### config.mk
export PLATFORM = sky130hd
export DESIGN_NAME = id_stage_flat
export DESIGN_NICKNAME = d
export VERILOG_FILES = /design/src/rtl/id_stage_if.sv /design/src/rtl/id_stage.sv /design/src/flat_wrapper.sv
export SDC_FILE = /design/constraint.sdc
export NUM_CORES = 1
export LEC_CHECK = 0
export ABC_AREA = 1
export CORE_MARGIN = 3
export CORE_UTILIZATION = 25
export DETAILED_ROUTE_END_ITERATION = 8
export DONT_BUFFER_PORTS = 1
export PLACE_DENSITY_LB_ADDON = 0.05
export SKIP_CTS_REPAIR_TIMING = 1
export SLEW_MARGIN = 20
export SYNTH_ARGS = -nofsm -noshare
export SYNTH_HDL_FRONTEND = slang
export SYNTH_SLANG_ARGS = --single-unit
### constraint.sdc
create_clock -name clk -period 4.69 [get_ports clk]
set_clock_uncertainty 0.15 [all_clocks]
set_input_delay 0.938 -clock clk [delete_from_list [all_inputs] [get_ports clk]]
set_output_delay 0.938 -clock clk [all_outputs]
set_load 0.1 [all_outputs]
### src/rtl/id_stage_if.sv
// id_stage_if: decode-stage bus bundling upstream fetch, regfile read, flush and downstream EX signals
//   master: environment side (fetch, regfile, EX); slave: id_stage itself
interface id_stage_if #(parameter int PC_WIDTH = 10);
  logic                in_valid;
  logic                in_ready;
  logic [PC_WIDTH-1:0] pc_i;
  logic [31:0]         inst;
  logic                rs1_re;
  logic                rs2_re;
  logic [4:0]          rs1_addr;
  logic [4:0]          rs2_addr;
  logic [31:0]         rs1_data_i;
  logic [31:0]         rs2_data_i;
  logic                flush;
  logic                out_valid;
  logic                out_ready;
  logic [PC_WIDTH-1:0] out_pc;
  logic [6:0]          out_opcode;
  logic [2:0]          out_funct3;
  logic [6:0]          out_funct7;
  logic [31:0]         out_imm;
  logic [31:0]         out_rs1_data;
  logic [31:0]         out_rs2_data;
  logic                out_rd_we;
  logic [4:0]          out_rd_addr;
  logic                out_is_load;
  logic                out_illegal;
  modport master (
    output in_valid, pc_i, inst, rs1_data_i, rs2_data_i, flush, out_ready,
    input  in_ready, rs1_re, rs2_re, rs1_addr, rs2_addr, out_valid, out_pc, out_opcode,
           out_funct3, out_funct7, out_imm, out_rs1_data, out_rs2_data, out_rd_we,
           out_rd_addr, out_is_load, out_illegal
  );
  modport slave (
    input  in_valid, pc_i, inst, rs1_data_i, rs2_data_i, flush, out_ready,
    output in_ready, rs1_re, rs2_re, rs1_addr, rs2_addr, out_valid, out_pc, out_opcode,
           out_funct3, out_funct7, out_imm, out_rs1_data, out_rs2_data, out_rd_we,
           out_rd_addr, out_is_load, out_illegal
  );
endinterface

### src/rtl/id_stage.sv
// id_stage: RV32I decode stage with regfile read, load-use stall and a one-entry registered output
//   clk, rst (async active-low); bus: id_stage_if.slave carrying fetch handshake (in_valid/in_ready,
//   pc_i, inst), regfile read (rs*_re/addr/data_i), flush, and registered EX outputs (out_*)
module id_stage #(
  parameter int PC_WIDTH  = 10,
  parameter bit HAZARD_EN = 1'b1
) (
  input logic       clk,
  input logic       rst,
  id_stage_if.slave bus
);
  typedef enum logic [1:0] {EMPTY, FULL, BUBBLE} state_t;
  localparam logic [6:0] OP_LUI    = 7'b0110111;
  localparam logic [6:0] OP_AUIPC  = 7'b0010111;
  localparam logic [6:0] OP_JAL    = 7'b1101111;
  localparam logic [6:0] OP_JALR   = 7'b1100111;
  localparam logic [6:0] OP_LOAD   = 7'b0000011;
  localparam logic [6:0] OP_IMM    = 7'b0010011;
  localparam logic [6:0] OP_BRANCH = 7'b1100011;
  localparam logic [6:0] OP_STORE  = 7'b0100011;
  localparam logic [6:0] OP_OP     = 7'b0110011;
  state_t      state_q;
  logic [31:0] ins;
  logic [6:0]  opc;
  logic        i31;
  logic        is_lui, is_auipc, is_jal, is_jalr, is_load, is_opimm, is_branch, is_store, is_op;
  logic        rd_en, illegal, shamt, hazard, accept;
  logic [4:0]  rd;
  logic [31:0] imm;
  assign ins       = bus.inst;
  assign opc       = ins[6:0];
  assign i31       = ins[31];
  assign is_lui    = opc == OP_LUI;
  assign is_auipc  = opc == OP_AUIPC;
  assign is_jal    = opc == OP_JAL;
  assign is_jalr   = opc == OP_JALR;
  assign is_load   = opc == OP_LOAD;
  assign is_opimm  = opc == OP_IMM;
  assign is_branch = opc == OP_BRANCH;
  assign is_store  = opc == OP_STORE;
  assign is_op     = opc == OP_OP;
  assign bus.rs1_re = is_jalr | is_load | is_opimm | is_branch | is_store | is_op;
  assign bus.rs2_re = is_branch | is_store | is_op;
  assign rd_en      = is_lui | is_auipc | is_jal | is_jalr | is_load | is_opimm | is_op;
  assign illegal    = !(bus.rs1_re | rd_en);
  assign bus.rs1_addr = bus.rs1_re ? ins[19:15] : 5'd0;
  assign bus.rs2_addr = bus.rs2_re ? ins[24:20] : 5'd0;
  assign rd           = rd_en ? ins[11:7] : 5'd0;
  // SLLI/SRLI/SRAI (funct3 001/101) carry an unsigned shift amount instead of a signed immediate
  assign shamt = is_opimm & (ins[13:12] == 2'b01);
  always_comb
    imm = shamt                         ? {27'd0, ins[24:20]} :
          (is_jalr | is_load | is_opimm) ? {{20{i31}}, ins[31:20]} :
          is_store                       ? {{20{i31}}, ins[31:25], ins[11:7]} :
          is_branch                      ? {{19{i31}}, i31, ins[7], ins[30:25], ins[11:8], 1'b0} :
          (is_lui | is_auipc)            ? {ins[31:12], 12'd0} :
          is_jal                         ? {{11{i31}}, i31, ins[19:12], ins[20], ins[30:21], 1'b0} :
                                           32'd0;
  // load-use: the held load writes a register the incoming instruction reads this cycle
  assign hazard = HAZARD_EN & bus.out_valid & bus.out_is_load & bus.out_rd_we & bus.in_valid &
                  ((bus.rs1_re & (bus.rs1_addr == bus.out_rd_addr)) |
                   (bus.rs2_re & (bus.rs2_addr == bus.out_rd_addr)));
  assign bus.in_ready = !bus.flush & !hazard & (!bus.out_valid | bus.out_ready);
  assign accept       = bus.in_valid & bus.in_ready;
  always_ff @(posedge clk or negedge rst) begin
    if (!rst) begin
      state_q          <= EMPTY;
      bus.out_valid    <= 1'b0;
      bus.out_pc       <= {PC_WIDTH{1'b0}};
      bus.out_opcode   <= '0;
      bus.out_funct3   <= '0;
      bus.out_funct7   <= '0;
      bus.out_imm      <= '0;
      bus.out_rs1_data <= '0;
      bus.out_rs2_data <= '0;
      bus.out_rd_we    <= 1'b0;
      bus.out_rd_addr  <= '0;
      bus.out_is_load  <= 1'b0;
      bus.out_illegal  <= 1'b0;
    end else if (bus.flush) begin
      state_q       <= EMPTY;
      bus.out_valid <= 1'b0;
    end else if (accept) begin
      state_q          <= FULL;
      bus.out_valid    <= 1'b1;
      bus.out_pc       <= bus.pc_i;
      bus.out_opcode   <= opc;
      bus.out_funct3   <= ins[14:12];
      bus.out_funct7   <= ins[31:25];
      bus.out_imm      <= imm;
      bus.out_rs1_data <= bus.rs1_data_i;
      bus.out_rs2_data <= bus.rs2_data_i;
      bus.out_rd_we    <= rd_en & (rd != 5'd0);
      bus.out_rd_addr  <= rd;
      bus.out_is_load  <= is_load;
      bus.out_illegal  <= illegal;
    end else if (state_q == FULL && bus.out_ready) begin
      state_q       <= hazard ? BUBBLE : EMPTY;
      bus.out_valid <= 1'b0;
    end else if (state_q == BUBBLE) begin
      state_q       <= EMPTY;
      bus.out_valid <= 1'b0;
    end
  end
endmodule

### src/flat_wrapper.sv
// flat-port wrapper written by rule: the top's interface ports become plain ports
module id_stage_flat 
#(
  parameter int PC_WIDTH  = 10,
  parameter bit HAZARD_EN = 1'b1
)
  (clk, rst, bus_in_valid, bus_pc_i, bus_inst, bus_rs1_data_i, bus_rs2_data_i, bus_flush, bus_out_ready, bus_in_ready, bus_rs1_re, bus_rs2_re, bus_rs1_addr, bus_rs2_addr, bus_out_valid, bus_out_pc, bus_out_opcode, bus_out_funct3, bus_out_funct7, bus_out_imm, bus_out_rs1_data, bus_out_rs2_data, bus_out_rd_we, bus_out_rd_addr, bus_out_is_load, bus_out_illegal);
  id_stage_if #(.PC_WIDTH(PC_WIDTH)) bus_i ();
  input logic clk;
  input logic rst;
  input wire logic [$bits(bus_i.in_valid)-1:0] bus_in_valid;
  input wire logic [$bits(bus_i.pc_i)-1:0] bus_pc_i;
  input wire logic [$bits(bus_i.inst)-1:0] bus_inst;
  input wire logic [$bits(bus_i.rs1_data_i)-1:0] bus_rs1_data_i;
  input wire logic [$bits(bus_i.rs2_data_i)-1:0] bus_rs2_data_i;
  input wire logic [$bits(bus_i.flush)-1:0] bus_flush;
  input wire logic [$bits(bus_i.out_ready)-1:0] bus_out_ready;
  output wire logic [$bits(bus_i.in_ready)-1:0] bus_in_ready;
  output wire logic [$bits(bus_i.rs1_re)-1:0] bus_rs1_re;
  output wire logic [$bits(bus_i.rs2_re)-1:0] bus_rs2_re;
  output wire logic [$bits(bus_i.rs1_addr)-1:0] bus_rs1_addr;
  output wire logic [$bits(bus_i.rs2_addr)-1:0] bus_rs2_addr;
  output wire logic [$bits(bus_i.out_valid)-1:0] bus_out_valid;
  output wire logic [$bits(bus_i.out_pc)-1:0] bus_out_pc;
  output wire logic [$bits(bus_i.out_opcode)-1:0] bus_out_opcode;
  output wire logic [$bits(bus_i.out_funct3)-1:0] bus_out_funct3;
  output wire logic [$bits(bus_i.out_funct7)-1:0] bus_out_funct7;
  output wire logic [$bits(bus_i.out_imm)-1:0] bus_out_imm;
  output wire logic [$bits(bus_i.out_rs1_data)-1:0] bus_out_rs1_data;
  output wire logic [$bits(bus_i.out_rs2_data)-1:0] bus_out_rs2_data;
  output wire logic [$bits(bus_i.out_rd_we)-1:0] bus_out_rd_we;
  output wire logic [$bits(bus_i.out_rd_addr)-1:0] bus_out_rd_addr;
  output wire logic [$bits(bus_i.out_is_load)-1:0] bus_out_is_load;
  output wire logic [$bits(bus_i.out_illegal)-1:0] bus_out_illegal;
  assign bus_i.in_valid = bus_in_valid;
  assign bus_i.pc_i = bus_pc_i;
  assign bus_i.inst = bus_inst;
  assign bus_i.rs1_data_i = bus_rs1_data_i;
  assign bus_i.rs2_data_i = bus_rs2_data_i;
  assign bus_i.flush = bus_flush;
  assign bus_i.out_ready = bus_out_ready;
  assign bus_in_ready = bus_i.in_ready;
  assign bus_rs1_re = bus_i.rs1_re;
  assign bus_rs2_re = bus_i.rs2_re;
  assign bus_rs1_addr = bus_i.rs1_addr;
  assign bus_rs2_addr = bus_i.rs2_addr;
  assign bus_out_valid = bus_i.out_valid;
  assign bus_out_pc = bus_i.out_pc;
  assign bus_out_opcode = bus_i.out_opcode;
  assign bus_out_funct3 = bus_i.out_funct3;
  assign bus_out_funct7 = bus_i.out_funct7;
  assign bus_out_imm = bus_i.out_imm;
  assign bus_out_rs1_data = bus_i.out_rs1_data;
  assign bus_out_rs2_data = bus_i.out_rs2_data;
  assign bus_out_rd_we = bus_i.out_rd_we;
  assign bus_out_rd_addr = bus_i.out_rd_addr;
  assign bus_out_is_load = bus_i.out_is_load;
  assign bus_out_illegal = bus_i.out_illegal;
  id_stage #(.PC_WIDTH(PC_WIDTH), .HAZARD_EN(HAZARD_EN)) u_core (.clk(clk), .rst(rst), .bus(bus_i));
endmodule
Word-level counts from Yosys, hierarchy flattened
Cells that the tools add are included.
W data, S select, Z words.
{ "word_totals": {"output_inout_bits": 145, "regBits": 134, "in_bits": 111, "word_cells": 81} }
{ "classes": {"n_mux": 18, "n_reduce_logical": 8, "bitwise_logic": 28, "eq_ne": 14} }
{ "op_table": {"columns": ["cell", "count"], "rows": [
  ["$mux W32", 6],
  ["$eq A7 B6 Y1 const B", 3],
  ["$eq A7 B7 Y1 const B", 3],
  ["$or A1 B1 Y1", 16],
  ["$mux W5", 3],
  ["$eq A7 B5 Y1 const B", 2],
  ["$and A1 B1 Y1", 11],
  ["$eq A5 B5 Y1", 2],
  ["$mux W2", 5],
  ["$eq A7 B2 Y1 const B", 1],
  ["$reduce_bool A5 Y1", 1],
  ["$eq A2 B1 Y1 const B", 2],
  ["$logic_not A1 Y1", 4],
  ["$mux W1", 4],
  ["$reduce_bool A4 Y1", 1],
  ["$eq A2 B2 Y1 const B", 1],
  ["$reduce_and A2 Y1", 1],
  ["$logic_and A1 B1 Y1", 1],
  ["$not A1 Y1", 1]
]} }

Depth between registers and ports, before layout
{ "logic_depth": {"depth_word": 17, "ltp_mapped": 14, "depth_no_buf": 12} }

Worst setup path after synthesis
No wires, ideal clock.
{ "synth_timing": {"path_kind": "input -> output", "startpoint": "in bus_inst[1]", "endpoint": "out bus_rs1_addr[0]", "slack_ns": 0.373, "cell_stages": 6, "arrival_ns": 3.229, "path_buffers": 0, "required_ns": 3.602, "path_cell_list": "nand2_1 inv_1 nand2_1 a21oi_4 nor2_4 nor2_1"} }
{ "synth_via": {"elab_chain_cells": 7, "word_cells_on_any_way": 12, "classes_between": "eq/ne: 6; mux: 1; bitwise: 5"} }
{ "synth_lines": {"columns": ["element", "line_no", "rtl"], "rows": [
  ["from (decl)", "flat_wrapper.sv:13", "input wire logic [$bits(bus_i.inst)-1:0] bus_inst;"],
  ["$eq A7 B7 Y1 or $eq A7 B2 Y1 (tied branches)", "id_stage.sv:36, id_stage.sv:37", null],
  ["$or A1 B1 Y1 (4 in series)", "id_stage.sv:42", "assign bus.rs1_re = is_jalr | is_load | is_opimm | is_branch | is_store | is_op;"],
  ["$or A1 B1 Y1 *", "id_stage.sv:42", null],
  ["$mux W5 *", "id_stage.sv:46", "assign bus.rs1_addr = bus.rs1_re ? ins[19:15] : 5'd0;"],
  ["to (decl)", "flat_wrapper.sv:21", "output wire logic [$bits(bus_i.rs1_addr)-1:0] bus_rs1_addr;"]
]} }
Every way passes the cells marked *; elsewhere a longest branch is shown, timed or not.

Final worst setup path
{ "layout_timing": {"startpoint": "in bus_inst[1]", "endpoint": "out bus_in_ready"} }
{ "layout_via": {"elab_chain_cells": 14, "word_cells_on_any_way": 24, "classes_between": "eq/ne: 8; mux: 2; bitwise: 13; reduce/logical: 1"} }
{ "layout_lines": {"columns": ["element", "line_no", "rtl"], "rows": [
  ["$eq A7 B7 Y1 or $eq A7 B2 Y1 (tied branches)", "id_stage.sv:36, id_stage.sv:37", null],
  ["$or A1 B1 Y1 (5 in series)", "id_stage.sv:42", null],
  ["$mux W5", "id_stage.sv:46", null],
  ["$eq A5 B5 Y1", "id_stage.sv:61", "((bus.rs1_re & (bus.rs1_addr == bus.out_rd_addr)) |"],
  ["$and A1 B1 Y1", "id_stage.sv:61", null],
  ["$or A1 B1 Y1 *", "id_stage.sv:61", null],
  ["$and A1 B1 Y1 *", "id_stage.sv:60", "assign hazard = HAZARD_EN & bus.out_valid & bus.out_is_load & bus.out_rd_we & bus.in_valid &"],
  ["$logic_not A1 Y1 *", "id_stage.sv:63", "assign bus.in_ready = !bus.flush & !hazard & (!bus.out_valid | bus.out_ready);"],
  ["$and A1 B1 Y1 * (2 in series)", "id_stage.sv:63", null],
  ["to (decl)", "flat_wrapper.sv:18", "output wire logic [$bits(bus_i.in_ready)-1:0] bus_in_ready;"]
]} }
Marked as above.

==> metrics.txt <==
synthesized area divided by synthesized cell count 8.318 µm²; 1st-pass router iterations 5; number of remaining DRC errors 0; fraction of final layout cells with drive strength greater than 1 9.960%; total power consumption of the routed design 4.134 mW; synthesized-area fraction occupied by adder cells 0%; combined area of the multi-input logic cells 0.002356 mm²; Compound-Gate Fraction of Synth Area 9.932%; Period Utilization, post-route 80.00%; GR Layer Usage met2 24.55%; final worst hold slack 63.71 ps; time the worst path needs with I/O delays and setup 3752 ps; sequential standard cell area 0.003328 mm²; number of placed I/O pins 256; final hold vios 0; Lkg Pwr 3.460 nW; Mapped Area 0.006072 mm²; ordered list of cells on the worst path nand2_1 > nor2_2 > nand2_1 > nand2_4 > nor2_4 > nor2_1 > o21bai_4 > a21boi_4; WL per Instance 18.79 µm; Cell Pwr Density 585.3 mW/mm²; Post-Synth Simple-Gate Area 27.55%; vertical die dimension 161.8 µm; library cell contributing the largest single delay on the critical path sky130_fd_sc_hd__a21boi_4; wire length of the first global-routing pass 30990 µm; GR met3 Demand/Resource 6.452%; H-tree levels 4; Yosys cell types 31; Detail Placement HPWL 14520 µm; number of buffers on the longest clock path 2; total number of clock tree sinks 133; initial cell density of the core 25.64%; core area 0.02368 mm²; number of pins with negative max-slew slack in the final report 0; WP data arrival 2660 ps; post-CTS clock slew at the launch and capture registers of the worst setup and hold paths 70 ps; die width 161.8 µm; Port Buf Inserts 0; synthesis warning total 0; latest clock arrival within the worst-skew pair 410 ps; Setup TNS 0 ps; clock tree from TritonCTS yes; final net count 841; area growth from synthesis to layout 16.32%; relative slew slack 32.01%; worst supply voltage drop on vdd 254.9 µV; Antenna diodes 0; cells taking the most area after synthesis sky130_fd_sc_hd__dfrtp_1 (55%), sky130_fd_sc_hd__nand2_1 (17%), sky130_fd_sc_hd__nand3_1 (7.1%); largest driver fanout on the critical path 17; xor and xnor fraction of the mapped netlist area 0.8654%; via count normalized by instance count 4.639; sequential fraction of the synthesis area 54.81%; portion of netlist area occupied by mux cells 0%; DIE AREA 0.02619 mm²; Via Count 4927; post-synthesis instance total 730; max frequency 266.5 MHz; outcome completed; Required @ worst endpoint 3600 ps; largest net degree at the start of global routing 134; layout filler cell count 2603; Critical Path End Type output port; gpl congestion 0.8831; via count of the first global-routing pass 5048; Congestion Overflow GR 0; flip-flop and latch count after synthesis 133; Std-Cell Rows 56; post-route antenna net violation count 0; largest family of logic cells by synthesized area simple AND/OR/NAND/NOR gates; final setup violating endpoints 0; Setup CP Type input pin to output port; area share of the largest cell type after synthesis 54.81%; setup slack of the critical path after layout 937.8 ps; met1 demand-to-capacity share in global routing 19.09%; clock tree root buffer cell sky130_fd_sc_hd__clkbuf_16; crit path launch type input pin; cell mode on critical path sky130_fd_sc_hd__nand2_1; MaxCap Viol Count 0; class of the most critical hold timing path input pin to async pin; Tot GR Track Use 15.30%; number of DRC markers in iteration 0 279; pre-CTS setup slack 924.3 ps; antenna violations before repair 0; RSZ-0062 raised after global routing no; post-synth net total 841; biggest area consumer among synthesized cells sky130_fd_sc_hd__dfrtp_1; cts bufs inserted 17; slew at the pin closest to its max-slew limit 1020 ps; Util after Layout 29.82%; most used routing layer in global routing met2; Detailed Route WL 19960 µm; stage delay of the slowest cell on the critical path 630 ps
## cells in the final DEF, fill, tap and decap left out, types with 4 or more instances in the layout
cell / instances
sky130_fd_sc_hd__a22oi_1: 4
sky130_fd_sc_hd__a31oi_1: 7
sky130_fd_sc_hd__buf_4: 22
sky130_fd_sc_hd__bufinv_16: 4
sky130_fd_sc_hd__clkbuf_16: 17
sky130_fd_sc_hd__dfrtp_1: 133
sky130_fd_sc_hd__inv_1: 37
sky130_fd_sc_hd__inv_6: 4
sky130_fd_sc_hd__nand2_1: 282
sky130_fd_sc_hd__nand3_1: 86
sky130_fd_sc_hd__nor2_1: 15
sky130_fd_sc_hd__nor2_2: 10
sky130_fd_sc_hd__o211ai_1: 9
sky130_fd_sc_hd__o21ai_0: 45
sky130_fd_sc_hd__o21ai_1: 36
sky130_fd_sc_hd__xor2_1: 4
## area by class of cell
cell class | instances | area share [%]
Multi-Input combinational cell | 515 | 33.36
Clock buffer | 19 | 6.129
Clock inverter | 13 | 2.764
Tap cell | 319 | 5.651
Timing Repair Buffer | 24 | 2.905
Sequential cell | 133 | 47.12
Inverter | 39 | 2.073
## per-layer routing
layer / vias up / share of wire, %
li1: 2369 / -
met1: 2364 / 42
met2: 175 / 47
met3: 19 / 9.2
met4: 0 / 1.6
met5: - / 0
## cells in the mapped netlist (all sizes together)
cell type / instances
nand2: 286
dfrtp: 133
nand3: 87
o21ai: 81
inv: 38
nor2: 26
buf: 23
clkbuf: 20
o211ai: 9
a31oi: 7
a22oi: 4
xor2: 4
a21oi: 3
xnor2: 2
a21boi: 1
clkinv: 1
nand3b: 1
nand4: 1
nor3: 1
o21bai: 1
or4: 1
## registers in the layout (all words and copies together), names as in the netlist, 2 cells and up
register	count
u_core.bus.out_funct3	3
u_core.bus.out_funct7	7
u_core.bus.out_imm	32
u_core.bus.out_opcode	7
u_core.bus.out_pc	10
u_core.bus.out_rd_addr	5
u_core.bus.out_rs1_data	32
u_core.bus.out_rs2_data	32
u_core.state_q	2
## power breakdown
part	total (mW)	leakage, nW	switching, mW	internal (mW)
combinational	0.264	1.45	0.174	0.0908
clock	1.45	0.301	0.552	0.901
sequential	2.42	1.71	1.15	1.26
total	4.13	3.46	1.88	2.25
## path summary, 6_finish.rpt
check | startpoint | to | slack (ps) | cells past startpoint
hold reg to reg | u_core.state_q[1]$_DFFE_PN0P_ | u_core.state_q[1]$_DFFE_PN0P_ | 480 | 4
setup reg to reg | u_core.state_q[0]$_DFFE_PN0P_ | u_core.bus.out_rs2_data[23]$_DFFE_PN0P_ | 1640 | 5
hold / removal | rst | u_core.bus.out_rs2_data[17]$_DFFE_PN0P_ | 60 | 0
max in group asynchronous | rst | u_core.bus.out_rd_addr[2]$_DFFE_PN0P_ | 4140 | 0
min in group clk | u_core.state_q[1]$_DFFE_PN0P_ | u_core.state_q[1]$_DFFE_PN0P_ | 480 | 4
setup / recovery | bus_inst[1] | bus_in_ready | 940 | 8
## worst max-delay path: cells and delay by family
family	cells	cell delay, ps
AOI/OAI and AO/OA	2	830
and+or+nand+nor	6	880
## stage by stage
step | instances | instance area [µm²]
2_1_floorplan | 730 | 6072
3_3_place_gp | 1030 | 6435
3_5_place_dp | 1030 | 6435
4_1_cts | 1062 | 7063
5_1_grt | 1062 | 7063
6_report | 1062 | 7063
## cell families (layout without fill, tap and decap cells)
logic type,Yosys count,after routing
buf+inv,82,95
xor+xnor,6,6
flops,133,133
simple gates,403,403
compound gates,106,106
No activity file was read; power rests on OpenSTA's default activity.
